File: src/rtl/calc_pkg.sv
// calc_pkg: calculator number format and display character codes
package calc_pkg;
  localparam int NumDigits = 8;
  localparam int ExpWidth = 5;
  localparam int IdxWidth = $clog2(NumDigits) + 1;
  typedef struct packed {
    logic                      error;
    logic                      sign;
    logic [ExpWidth-1:0]       exponent;
    logic [NumDigits-1:0][3:0] significand;
  } num_t;
  localparam logic [7:0] CharMinus = 8'h2D;
  localparam logic [7:0] CharPoint = 8'h2E;
  localparam logic [7:0] CharError = 8'h45;
  localparam logic [7:0] CharZero  = 8'h30;
endpackage

File: src/rtl/num_trim_len.sv
// num_trim_len: index of the lowest nonzero digit, NumDigits when all digits are zero
`ifdef NUM_SERIALIZER_TRIM_EN
module num_trim_len
  import calc_pkg::*;
(
  input  logic [NumDigits-1:0][3:0] significand,
  output logic [IdxWidth-1:0]       lo
);
  always_comb begin
    lo = IdxWidth'(NumDigits);
    for (int i = NumDigits - 1; i >= 0; i--) lo = (significand[i] != 4'd0) ? IdxWidth'(i) : lo;
  end
endmodule
`endif

File: src/rtl/num_serializer.sv
// num_serializer: prints one calc_pkg::num_t as ASCII characters over valid/ready.
// NUM_SERIALIZER_TRIM_EN suppresses trailing zero fraction digits (and a bare point).
module num_serializer
  import calc_pkg::*;
(
  input  logic                     clk_i,
  input  logic                     rst_i,
  input  logic [$bits(num_t)-1:0]  num_i,
  input  logic                     in_valid_i,
  output logic                     in_ready_o,
  output logic [7:0]               char_o,
  output logic                     char_valid_o,
  input  logic                     char_ready_i,
  output logic                     char_last_o
);
  localparam logic [2:0] Idle = 3'd0, Sign = 3'd1, Lead0 = 3'd2, Int = 3'd3,
                         Point = 3'd4, Frac = 3'd5, Err = 3'd6;
  logic [2:0] state, state_n;
  logic [IdxWidth-1:0] idx, idx_n, lo, int_end, frac_top;
  num_t r, in;
  logic has_frac, hs_in, hs_out, last;
  assign in = num_t'(num_i);
  assign in_ready_o = (state == Idle) && !rst_i;
  assign hs_in = in_valid_i && in_ready_o;
  assign hs_out = char_valid_o && char_ready_i;
`ifdef NUM_SERIALIZER_TRIM_EN
  num_trim_len u_trim (.significand(r.significand), .lo(lo));
`else
  assign lo = '0;
`endif
  // int_end is the last integer digit index; the fraction starts just below it
  assign int_end = IdxWidth'(NumDigits - int'(r.exponent));
  assign frac_top = int_end - 1'b1;
  assign has_frac = (int'(r.exponent) < NumDigits) && (lo <= frac_top);
  assign last = (state == Err) || (state == Lead0 && !has_frac) ||
                (state == Int && idx == int_end && !has_frac) || (state == Frac && idx == lo);
  assign char_valid_o = state != Idle;
  assign char_last_o = last;
  assign char_o = state == Sign  ? CharMinus :
                  state == Lead0 ? CharZero  :
                  state == Point ? CharPoint :
                  state == Err   ? CharError :
                  (state == Int || state == Frac) ? CharZero + {4'd0, r.significand[idx[IdxWidth-2:0]]} :
                  8'h00;
  // Next state always names a state that emits a character, so no bubbles
  always_comb begin
    state_n = state;
    idx_n = idx;
    if (hs_in) begin
      state_n = (in.error || int'(in.exponent) > NumDigits) ? Err :
                (in.sign && in.significand != '0) ? Sign :
                (in.exponent == '0) ? Lead0 : Int;
      idx_n = IdxWidth'(NumDigits - 1);
    end else if (hs_out) begin
      if (last) state_n = Idle;
      else begin
        case (state)
          Sign: begin
            state_n = (r.exponent == '0) ? Lead0 : Int;
            idx_n = IdxWidth'(NumDigits - 1);
          end
          Lead0: state_n = Point;
          Int: begin
            state_n = (idx == int_end) ? Point : Int;
            idx_n = (idx == int_end) ? idx : idx - 1'b1;
          end
          Point: begin
            state_n = Frac;
            idx_n = frac_top;
          end
          Frac: idx_n = idx - 1'b1;
          default: state_n = Idle;
        endcase
      end
    end
  end
  always_ff @(posedge clk_i or posedge rst_i) begin
    if (rst_i) begin
      state <= Idle;
      idx <= '0;
      r <= '0;
    end else begin
      state <= state_n;
      idx <= idx_n;
      if (hs_in) r <= in;
    end
  end
endmodule

File: config.mk
export PLATFORM = sky130hd
export DESIGN_NAME = num_serializer
export DESIGN_NICKNAME = d
export VERILOG_FILES = /design/src/rtl/calc_pkg.sv /design/src/rtl/num_trim_len.sv /design/src/rtl/num_serializer.sv
export SDC_FILE = /design/constraint.sdc
export NUM_CORES = 1
export LEC_CHECK = 0
export ABC_AREA = 0
export CAP_MARGIN = 5
export CELL_PAD_IN_SITES_DETAIL_PLACEMENT = 0
export CELL_PAD_IN_SITES_GLOBAL_PLACEMENT = 2
export CORE_UTILIZATION = 30
export DETAILED_ROUTE_END_ITERATION = 8
export GPL_TIMING_DRIVEN = 0
export PLACE_DENSITY_LB_ADDON = 0.1
export SYNTH_ARGS = -nofsm -noshare
export SYNTH_HDL_FRONTEND = slang
export SYNTH_HIERARCHICAL = 1
export SYNTH_SLANG_ARGS = --single-unit
File: constraint.sdc
create_clock -name clk_i -period 3.4 [get_ports clk_i]
set_clock_uncertainty 0.05 [all_clocks]
set_input_delay 1.02 -clock clk_i [delete_from_list [all_inputs] [get_ports clk_i]]
set_output_delay 1.02 -clock clk_i [all_outputs]
set_load 0.03 [all_outputs]
==> flow_summary.yaml, run 1 <==
placement:
  dp_hpwl_um: 5550
  place_congestion: 0.750
  io_buffer_count: 52
critical_path:
  path_cells: "buf_6 > mux4_2 > mux2i_2 > maj3_1 > o21bai_1 > dlygate4sd2_1"
  cp-end-kind: "output port"
  crit_required_ns: 2.33
  cp_max_fo: 10
  slowest_stage: "mux4_2"
  path_delay_family: "multiplexers"
  crit_type: "reg -> out"
  start_kind: "register"
  rr_startpoint: "idx[1]"
  arrival_ns: 2.25
  slowest_delay_ns: 0.57
  path_buf_inv: 2
  rrSetupSlack_ns: 1.05
  r2r_end: "idx[1]"
  r2r_cells: 9
cells_and_area:
  nets: 408
  area_growth_pct: 30.8
  diodes: 0
  drive_above_1_share_pct: 12.9
  final_common_cell: "nand2_1"
  mostFrequentLayoutCells: "nand2_1 (117), clkdlybuf4s50_1 (46), dfrtp_1 (44), o21ai_0 (12)"
power:
  power_mw: 2.91
  powerDensity_mw_per_mm2: 850
  power_leakage_nw: 1.57
  peakVddDrop_mv: 0.279
cts:
  clk_pin_slew_ns: 0.08
  cts.path.max_buffers: 2
  cts_tree: "yes"
  clk_root_buffer_cell: "clkbuf_8"
  clk_latency_ns: 0.29
  holdBufCountCts: 0
  cts_buffers: 5
  cts.htree.levels: 2
  clock-sinks: 44
detailed_routing:
  drc: 0
  dr.pass1.iters: 6
  antenna_left: 0
  wl_um: 7190
  wl_per_cell_um: 15.4
  avgViaCountPerCell: 4.93
  via_count: 2306
  drt_iter0_drc: 72
global_route:
  grt_usage_pct: 17.4
  antenna_found_initial: 0
  grt_pass1_vias: 2302
  grt_pass1_wl_um: 11800
  grt_max_degree: 31
  grt_overflow: 0
die:
  start_util_pct: 31.4
  die_w_um: 95.4
  die-area_mm2: 0.00910
  num_io_pins: 54
  core_area_mm2: 0.00834
  fp-row-count: 33
  die_y_um: 95.4
sta:
  fmax_mhz: 301
  setup-violations-final: 0
  grt_setup_unrepaired: "true"
  fin_setup_tns_ns: 0
  drv_slew: 0
  finalCriticalPeriod_ns: 3.32
  post-route-period-util_pct: 97.8
  finalHoldViolations: 0
yosys:
  synthArstFlopShare_pct: 100
  yosysTopAreaCell: "dfrtp_1"
  mappedNetlistArea_mm2: 0.00262
  netlist_instances: 301
  synth.area.top_cells: "dfrtp_1 (42%), nand2_1 (17%), mux4_2 (6.9%)"
  syn_area_per_cell_um2: 8.70
  yosysTopAreaCellShare_pct: 42.1
  ys_ff_latch: 44
  postSynthNetCount: 347
  yosys_warnings: 6
  synth_edf_count: 0
  yosysSeqAreaShare_pct: 42.1
  yosysUniqueCellTypes: 53
  synth-main-ff-cell: "dfrtp_1"
hold_path:
  min_to: "r[8]"
  min-delay-start: "r[8]"
  hp-class: "reg -> reg"
  min_path_cells: 2
outcome:
  outcome: "complete, no violations"
flow_run:
  maxCapViolations: 0
[worst max path at each step]
stage | from | endpoint | depth (start not counted)
global placement | r[32] | char_last_o | 8
detailed placement | r[32] | char_last_o | 8
finish | idx[0] | char_o[0] | 6
floorplan | idx[0] | char_o[3] | 6
global route | idx[0] | char_o[2] | 6
CTS | r[32] | char_last_o | 9
[cell families after synthesis]
group | Yosys count | share of synthesized area (%)
mux | 19 | 11.3
fa+ha+maj | 4 | 1.82
simple gates | 161 | 27.3
flops | 44 | 42.1
buf+inv | 27 | 4.97
compound gates | 37 | 9.75
other cells | 1 | 0.143
xor+xnor | 8 | 2.68
[layout make-up]
| class | instances | area, µm² |
|---|---|---|
| clock buffer | 7 | 76.3 |
| buffer | 19 | 109 |
| sequential | 44 | 1100 |
| clock inverter | 1 | 8.76 |
| multi-input combinational | 230 | 1430 |
| tap | 105 | 131 |
| fill | 893 | 4920 |
| inverter | 8 | 30.0 |
| timing repair buffer | 54 | 539 |
[registers in the layout, indices dropped and copies added, names as in the netlist]
name	cells
state	3
idx	4
r	37
[Yosys cell counts, types with 2 or more instances]
| cell | count |
|---|---|
| nand2_1 | 117 |
| dfrtp_1 | 44 |
| o21ai_0 | 12 |
| buf_2 | 10 |
| mux2i_1 | 10 |
| mux4_2 | 8 |
| nor4_1 | 8 |
| inv_1 | 7 |
| nor2_1 | 7 |
| clkbuf_1 | 5 |
| xnor2_1 | 5 |
| nand3_1 | 4 |
| or3_1 | 4 |
| a211oi_1 | 3 |
| a21oi_1 | 3 |
| ha_1 | 3 |
| o211ai_1 | 3 |
| xor2_1 | 3 |
| a21o_1 | 2 |
| a221oi_1 | 2 |
| and2_1 | 2 |
| buf_4 | 2 |
| nand2b_1 | 2 |
| nand4_1 | 2 |
| nor2b_1 | 2 |
| nor3_1 | 2 |
| o2bb2ai_1 | 2 |
| o31ai_1 | 2 |
[power breakdown]
| part | total, mW | switching, mW | leakage [nW] | internal [mW] |
|---|---|---|---|---|
| logic | 1.70 | 0.938 | 0.987 | 0.759 |
| clock network | 0.326 | 0.179 | 0.0424 | 0.147 |
| registers | 0.887 | 0.135 | 0.544 | 0.752 |
| total | 2.91 | 1.25 | 1.57 | 1.66 |
[routing by layer]
| metal | GRT usage, % | vias to the layer above | share of wire [%] |
|---|---|---|---|
| li1 | - | 1144 | - |
| met5 | 0 | - | 0 |
| met4 | 4.48 | 0 | 1.0 |
| met2 | 28.6 | 37 | 49 |
| met3 | 2.15 | 5 | 2.7 |
| met1 | 24.2 | 1120 | 48 |
[worst register-to-register path: stages, from the launching register on]
cell     delay, ns
dfrtp_1       0.40
buf_4         0.20
inv_1         0.12
ha_1          0.15
or3b_2        0.47
nor2_1        0.13
a31oi_2       0.07
a21bo_1       0.25
a21oi_2       0.08
mux2_4        0.33
[repair_timing]
action                                  in CTS  in global routing
gates resized for setup                     15                  7
buffers inserted                             1                  0
pin swaps                                    2                  2
endpoints found under the setup margin       6                  4
cloned                                       0                  0
[metrics by stage]
| step | area, µm² | util (%) | worst slack (ns) | hold WS (ns) | std cells |
|---|---|---|---|---|---|
| finish | 3420 | 41.0 | 0.0752 | 0.428 | 468 |
| global route | 3420 | 41.0 | -0.0229 | 0.448 | 468 |
| CTS | 3400 | 40.8 | 0.0221 | 0.432 | 468 |
| detailed placement | 3290 | 39.4 | -0.291 | 0.411 | 459 |
| global placement | 3270 | 39.2 | -0.304 | 0.403 | 458 |
| floorplan | 2620 | - | 0.429 | 0.390 | 301 |
No activity file was read; power rests on OpenSTA's default activity.
==> inputs of run 2 (changes only) <==
- MAX_ROUTING_LAYER: not set -> met4
==> run 2 against run 1 <==
Die area did not move. Sequential share of layout area stayed put. Total power up 0.11%. Critical path depth is the same. Sequential power barely moved. First-iteration DRC count up 11%. Setup slack got worse by 0.0015 ns. Clock-buffer cell count unchanged. Worst hold slack barely moved. Non-clock buffer count is the same. Core utilization did not move. Critical path type unchanged. Highest routed layer unchanged.
==> flow_summary.yaml, run 2 (same netlist as run 1, synthesis figures left out) <==
detailed_routing:
  drt_iter0_drc: 80
  dr.pass1.iters: 4
  wl_um: 7210
  drc: 0
  wl_per_cell_um: 15.4
  antenna_left: 0
  via_count: 2300
  avgViaCountPerCell: 4.91
global_route:
  antenna_found_initial: 0
  grt_max_degree: 31
  grt_usage_pct: 18.0
  grt_overflow: 0
  grt_pass1_wl_um: 11800
  grt_pass1_vias: 2290
flow_run:
  maxCapViolations: 0
sta:
  drv_slew: 0
  finalCriticalPeriod_ns: 3.33
  setup_ws_ns: 0.0738
  post-route-period-util_pct: 97.8
  setup-violations-final: 0
  fmax_mhz: 301
  finalHoldViolations: 0
  grt_setup_unrepaired: "true"
power:
  peakVddDrop_mv: 0.280
  powerDensity_mw_per_mm2: 851
  power_leakage_nw: 1.57
  power_mw: 2.91
cells_and_area:
  diodes: 0
  reg_top3: "r x37, idx x4, state x3"
  final_common_cell: "nand2_1"
  area_growth_pct: 30.8
  regMostFlops: "r"
  mostFrequentLayoutCells: "nand2_1 (117), clkdlybuf4s50_1 (46), dfrtp_1 (44), o21ai_0 (12)"
  drive_above_1_share_pct: 12.9
  largest_register_ffs: 37
  nets: 408
  finish.instance_area_mm2: 0.00342
critical_path:
  rr_startpoint: "idx[1]"
  r2r_end: "idx[1]"
  start_kind: "register"
  cp-end-kind: "output port"
  rrSetupSlack_ns: 1.05
  crit_required_ns: 2.33
  r2r_cells: 9
  arrival_ns: 2.26
  cp-endpoint: "char_o[0]"
  crit_type: "reg -> out"
  cp_max_fo: 10
  startpoint: "idx[0]"
cts:
  clock-sinks: 44
  clk_root_buffer_cell: "clkbuf_8"
  cts.path.max_buffers: 2
  clk_latency_ns: 0.29
  cts_tree: "yes"
  cts_buffers: 5
  cts.htree.levels: 2
  clk_pin_slew_ns: 0.09
  holdBufCountCts: 0
die:
  start_util_pct: 31.4
  die-area_mm2: 0.00910
  num_io_pins: 54
  die_w_um: 95.4
  fp-row-count: 33
  die_y_um: 95.4
  core_area_mm2: 0.00834
placement:
  dp_hpwl_um: 5550
  place_congestion: 0.760
  dp_slack_ns: -0.291
  io_buffer_count: 52
  place_area_mm2: 0.00329
hold_path:
  hp-class: "reg -> reg"
outcome:
  outcome: "complete, no violations"
-- run 2: worst min path at each step --
stage	cells past startpoint	slack [ns]	from	to
final	2	0.43	r[8]	r[8]
after global routing	2	0.45	r[8]	r[8]
after CTS	2	0.43	r[23]	r[23]
after detailed placement	2	0.41	r[8]	r[8]
after global placement	2	0.40	r[23]	r[23]
after floorplan	2	0.39	r[10]	r[10]
-- run 2: repair_timing --
item | in CTS | in global routing
pin swaps | 2 | 2
endpoints found under the hold margin | 0 | 0
gates resized for setup | 15 | 7
setup endpoints to repair | 6 | 4
buffers inserted | 1 | 0
cloned | 0 | 0
-- run 2: routing by layer --
layer | GRT usage [%] | routed length [µm]
met4 | 4.48 | 77
met5 | - | 0
met2 | 28.5 | 3500
met3 | 2.15 | 187
met1 | 24.5 | 3450
-- run 2: critical path, cell delays in order, from the launching register on --
cell           delay [ns]
dfrtp_1              0.37
buf_6                0.18
mux4_2               0.57
mux2i_2              0.21
maj3_1               0.21
o21bai_1             0.06
dlygate4sd2_1        0.35
-- run 2: per-stage QoR --
| step | instances | util (%) | hold slack, ns | TNS (ns) |
|---|---|---|---|---|
| after floorplan | 301 | - | 0.390 | 0 |
| final | 468 | 41.0 | 0.428 | 0 |
| after CTS | 468 | 40.8 | 0.432 | 0 |
| after detailed placement | 459 | 39.4 | 0.411 | -0.309 |
| after global routing | 468 | 41.0 | 0.448 | -0.0291 |
| after global placement | 458 | 39.2 | 0.403 | -0.331 |
-- run 2: report_power, final --
part / switching (mW) / leakage, nW / internal [mW] / total, mW
Combinational: 0.942 / 0.987 / 0.759 / 1.70
Sequential: 0.135 / 0.544 / 0.752 / 0.887
Clock: 0.178 / 0.0424 / 0.147 / 0.325
-- run 2: final cells by class --
class                   count  area, µm²
fillers                   893       4920
multi-input cells         230       1430
flip-flops and latches     44       1100
repair buffers             54        539
well taps                 105        131
plain buffers              19        109
clock buffers               7       76.3
inverters                   8       30.0
clock inverters             1       8.76
==> inputs of run 3 (changes only) <==
- GPL_ROUTABILITY_DRIVEN: not set -> 0
==> results of run 3 <==
No change in the layout: final DEF, timing and power equal those of run 2.
==> RTL edit: new RTL, settings of run 1 <==
`NumDigits`: 8 -> 16.
--- a/src/rtl/calc_pkg.sv
+++ b/src/rtl/calc_pkg.sv
@@ -1,6 +1,6 @@
 // calc_pkg: calculator number format and display character codes
 package calc_pkg;
-  localparam int NumDigits = 8;
+  localparam int NumDigits = 16;
   localparam int ExpWidth = 5;
   localparam int IdxWidth = $clog2(NumDigits) + 1;
   typedef struct packed {
Interface: changed (resized num_i); port bits go from 54 to 86. The function was not compared with the original's and may differ.
==> RTL edit against run 1 <==
  * The flow now finishes with violations (negative setup slack)
  * Power rose by 90%
  * Sequential cell count rose by 33
  * Via count rose by 73%
  * Worst hold slack got worse by 0.0058 ns
  * Clock power rose to 3.0 times the old value
  * Global-route usage rose by 3.4 points
  * Synthesized area rose by 64%
  * Fmax fell by 3.1%
  * Register-to-register slack got worse by 0.06 ns
  * Final cell count rose by 71%
  * Combinational power rose by 69%
  * Worst setup slack got worse by 0.11 ns
  * Routed wire length rose by 98%
  * Cell area rose by 78%
  * Largest cell class unchanged
  * Largest power group unchanged
  * Highest routed layer unchanged
==> RTL edit: results (changes against run 1) <==
<table>
<tr><th>Metric</th><th>Value</th></tr>
<tr><th colspan="2">Drt</th></tr>
<tr><td>Vias per inst</td><td>4.996 (was 4.927)</td></tr>
<tr><td>Amount of wire on met3 after detailed routing</td><td>662 um (was 194 um)</td></tr>
<tr><td>Routed length on met1</td><td>6.763 mm (was 3.425 mm)</td></tr>
<tr><th colspan="2">Timing</th></tr>
<tr><td>Final critical-path setup slack</td><td>-0.03133 ns (was 0.07521 ns)</td></tr>
<tr><td>Final number of setup-violating endpoints</td><td>2 (was 0)</td></tr>
<tr><th colspan="2">Placed design</th></tr>
<tr><td>Count of port buffers added during placement</td><td>83 (was 52)</td></tr>
<tr><td>Post-detailed-placement cell area</td><td>5394 um2 (was 3289 um2)</td></tr>
<tr><th colspan="2">Synthesis</th></tr>
<tr><td>Largest cells by area after synthesis</td><td>sky130_fd_sc_hd__dfrtp_1 (45%), sky130_fd_sc_hd__nand2_1 (19%), sky130_fd_sc_hd__mux4_2 (9.5%) (was sky130_fd_sc_hd__dfrtp_1 (42%), sky130_fd_sc_hd__nand2_1 (17%), sky130_fd_sc_hd__mux4_2 (6.9%))</td></tr>
<tr><td>Distinct cell type count after synthesis</td><td>48 (was 53)</td></tr>
<tr><td>Post-Synthesis Net Count</td><td>576 (was 347)</td></tr>
<tr><td>Sequential area share after synthesis</td><td>0.4495 (was 0.4207)</td></tr>
<tr><th colspan="2">Pwr</th></tr>
<tr><td>Internal portion of total power</td><td>3354 uW (was 1658 uW)</td></tr>
<tr><td>Maximum vdd ir drop</td><td>0.2640 mV (was 0.2792 mV)</td></tr>
<tr><td>Relative contribution of combinational cells to total power</td><td>0.519 (was 0.583)</td></tr>
<tr><td>Power Sequential</td><td>1680 uW (was 887 uW)</td></tr>
<tr><th colspan="2">Finish</th></tr>
<tr><td>Largest registers ranked by flip-flop count</td><td>r: 69 flops, idx: 5 flops, state: 3 flops (was r: 37 flops, idx: 4 flops, state: 3 flops)</td></tr>
<tr><td>Number of non-clock buffers in the layout</td><td>138 (was 73)</td></tr>
<tr><th colspan="2">Run status</th></tr>
<tr><td>Violations in the final reports</td><td>negative setup slack</td></tr>
<tr><td>Run status</td><td>finished, violations left (was complete, no violations)</td></tr>
<tr><th colspan="2">Global route</th></tr>
<tr><td>Global-route wire length before repair</td><td>22.75 mm (was 11.81 mm)</td></tr>
</table>
## RTL edit: final timing paths
kind	cells after the start	slack, ns	to
setup reg to reg	11	0.99	state[1]$_DFFE_PP0P_
setup / recovery	10	-0.03	char_last_o
min in group asynchronous	2	1.08	r[63]$_DFFE_PP0P_
hold reg to reg	2	0.42	r[57]$_DFFE_PP0P_
max in group asynchronous	3	1.54	idx[0]$_DFFE_PP0P_
hold / removal	2	0.42	r[57]$_DFFE_PP0P_
## RTL edit: per-layer routing
metal  GRT usage  up-vias
met4     0.07639        0
met5           0        -
li1            -     1919
met1      0.2876     1941
met2      0.3253      111
met3     0.03839       16
## RTL edit: cells by family (layout without fill, tap and decap cells)
group           count (synthesis)  count (layout)  share of synthesized area
simple gates                  279             279                     0.2738
flops                          77              77                     0.4495
compound gates                 57              57                    0.08757
buf+inv                        40             164                    0.04232
mux                            19              19                    0.09691
xor+xnor                       14              14                    0.02861
fa+ha+maj                       7               7                    0.02043
other cells                     1               1                  0.0008748
## RTL edit: stage by stage
step | hold slack, ns | TNS, ns | util | power (uW) | setup WS, ns
4_1_cts | 0.4223 | -0.2020 | 0.4243 | 5356 | -0.09232
6_report | 0.4218 | -0.03919 | 0.4366 | 5522 | -0.03133
2_1_floorplan | 0.3903 | 0 | - | 3317 | 0.06052
3_3_place_gp | 0.4057 | -109.34 | 0.3842 | 4080 | -1.721
5_1_grt | 0.4453 | -0.2988 | 0.4366 | 5938 | -0.1429
3_5_place_dp | 0.4070 | -7.304 | 0.3871 | 4109 | -0.7326
## RTL edit: critical path, delay by kind of cell (launching register included)
family / cells / cell delay, ns
AOI/OAI and AO/OA: 1 / 0.17
adders and majority gates: 2 / 0.33
DFF: 1 / 0.36
buffers and inverters: 4 / 0.40
and+or+nand+nor: 3 / 0.75
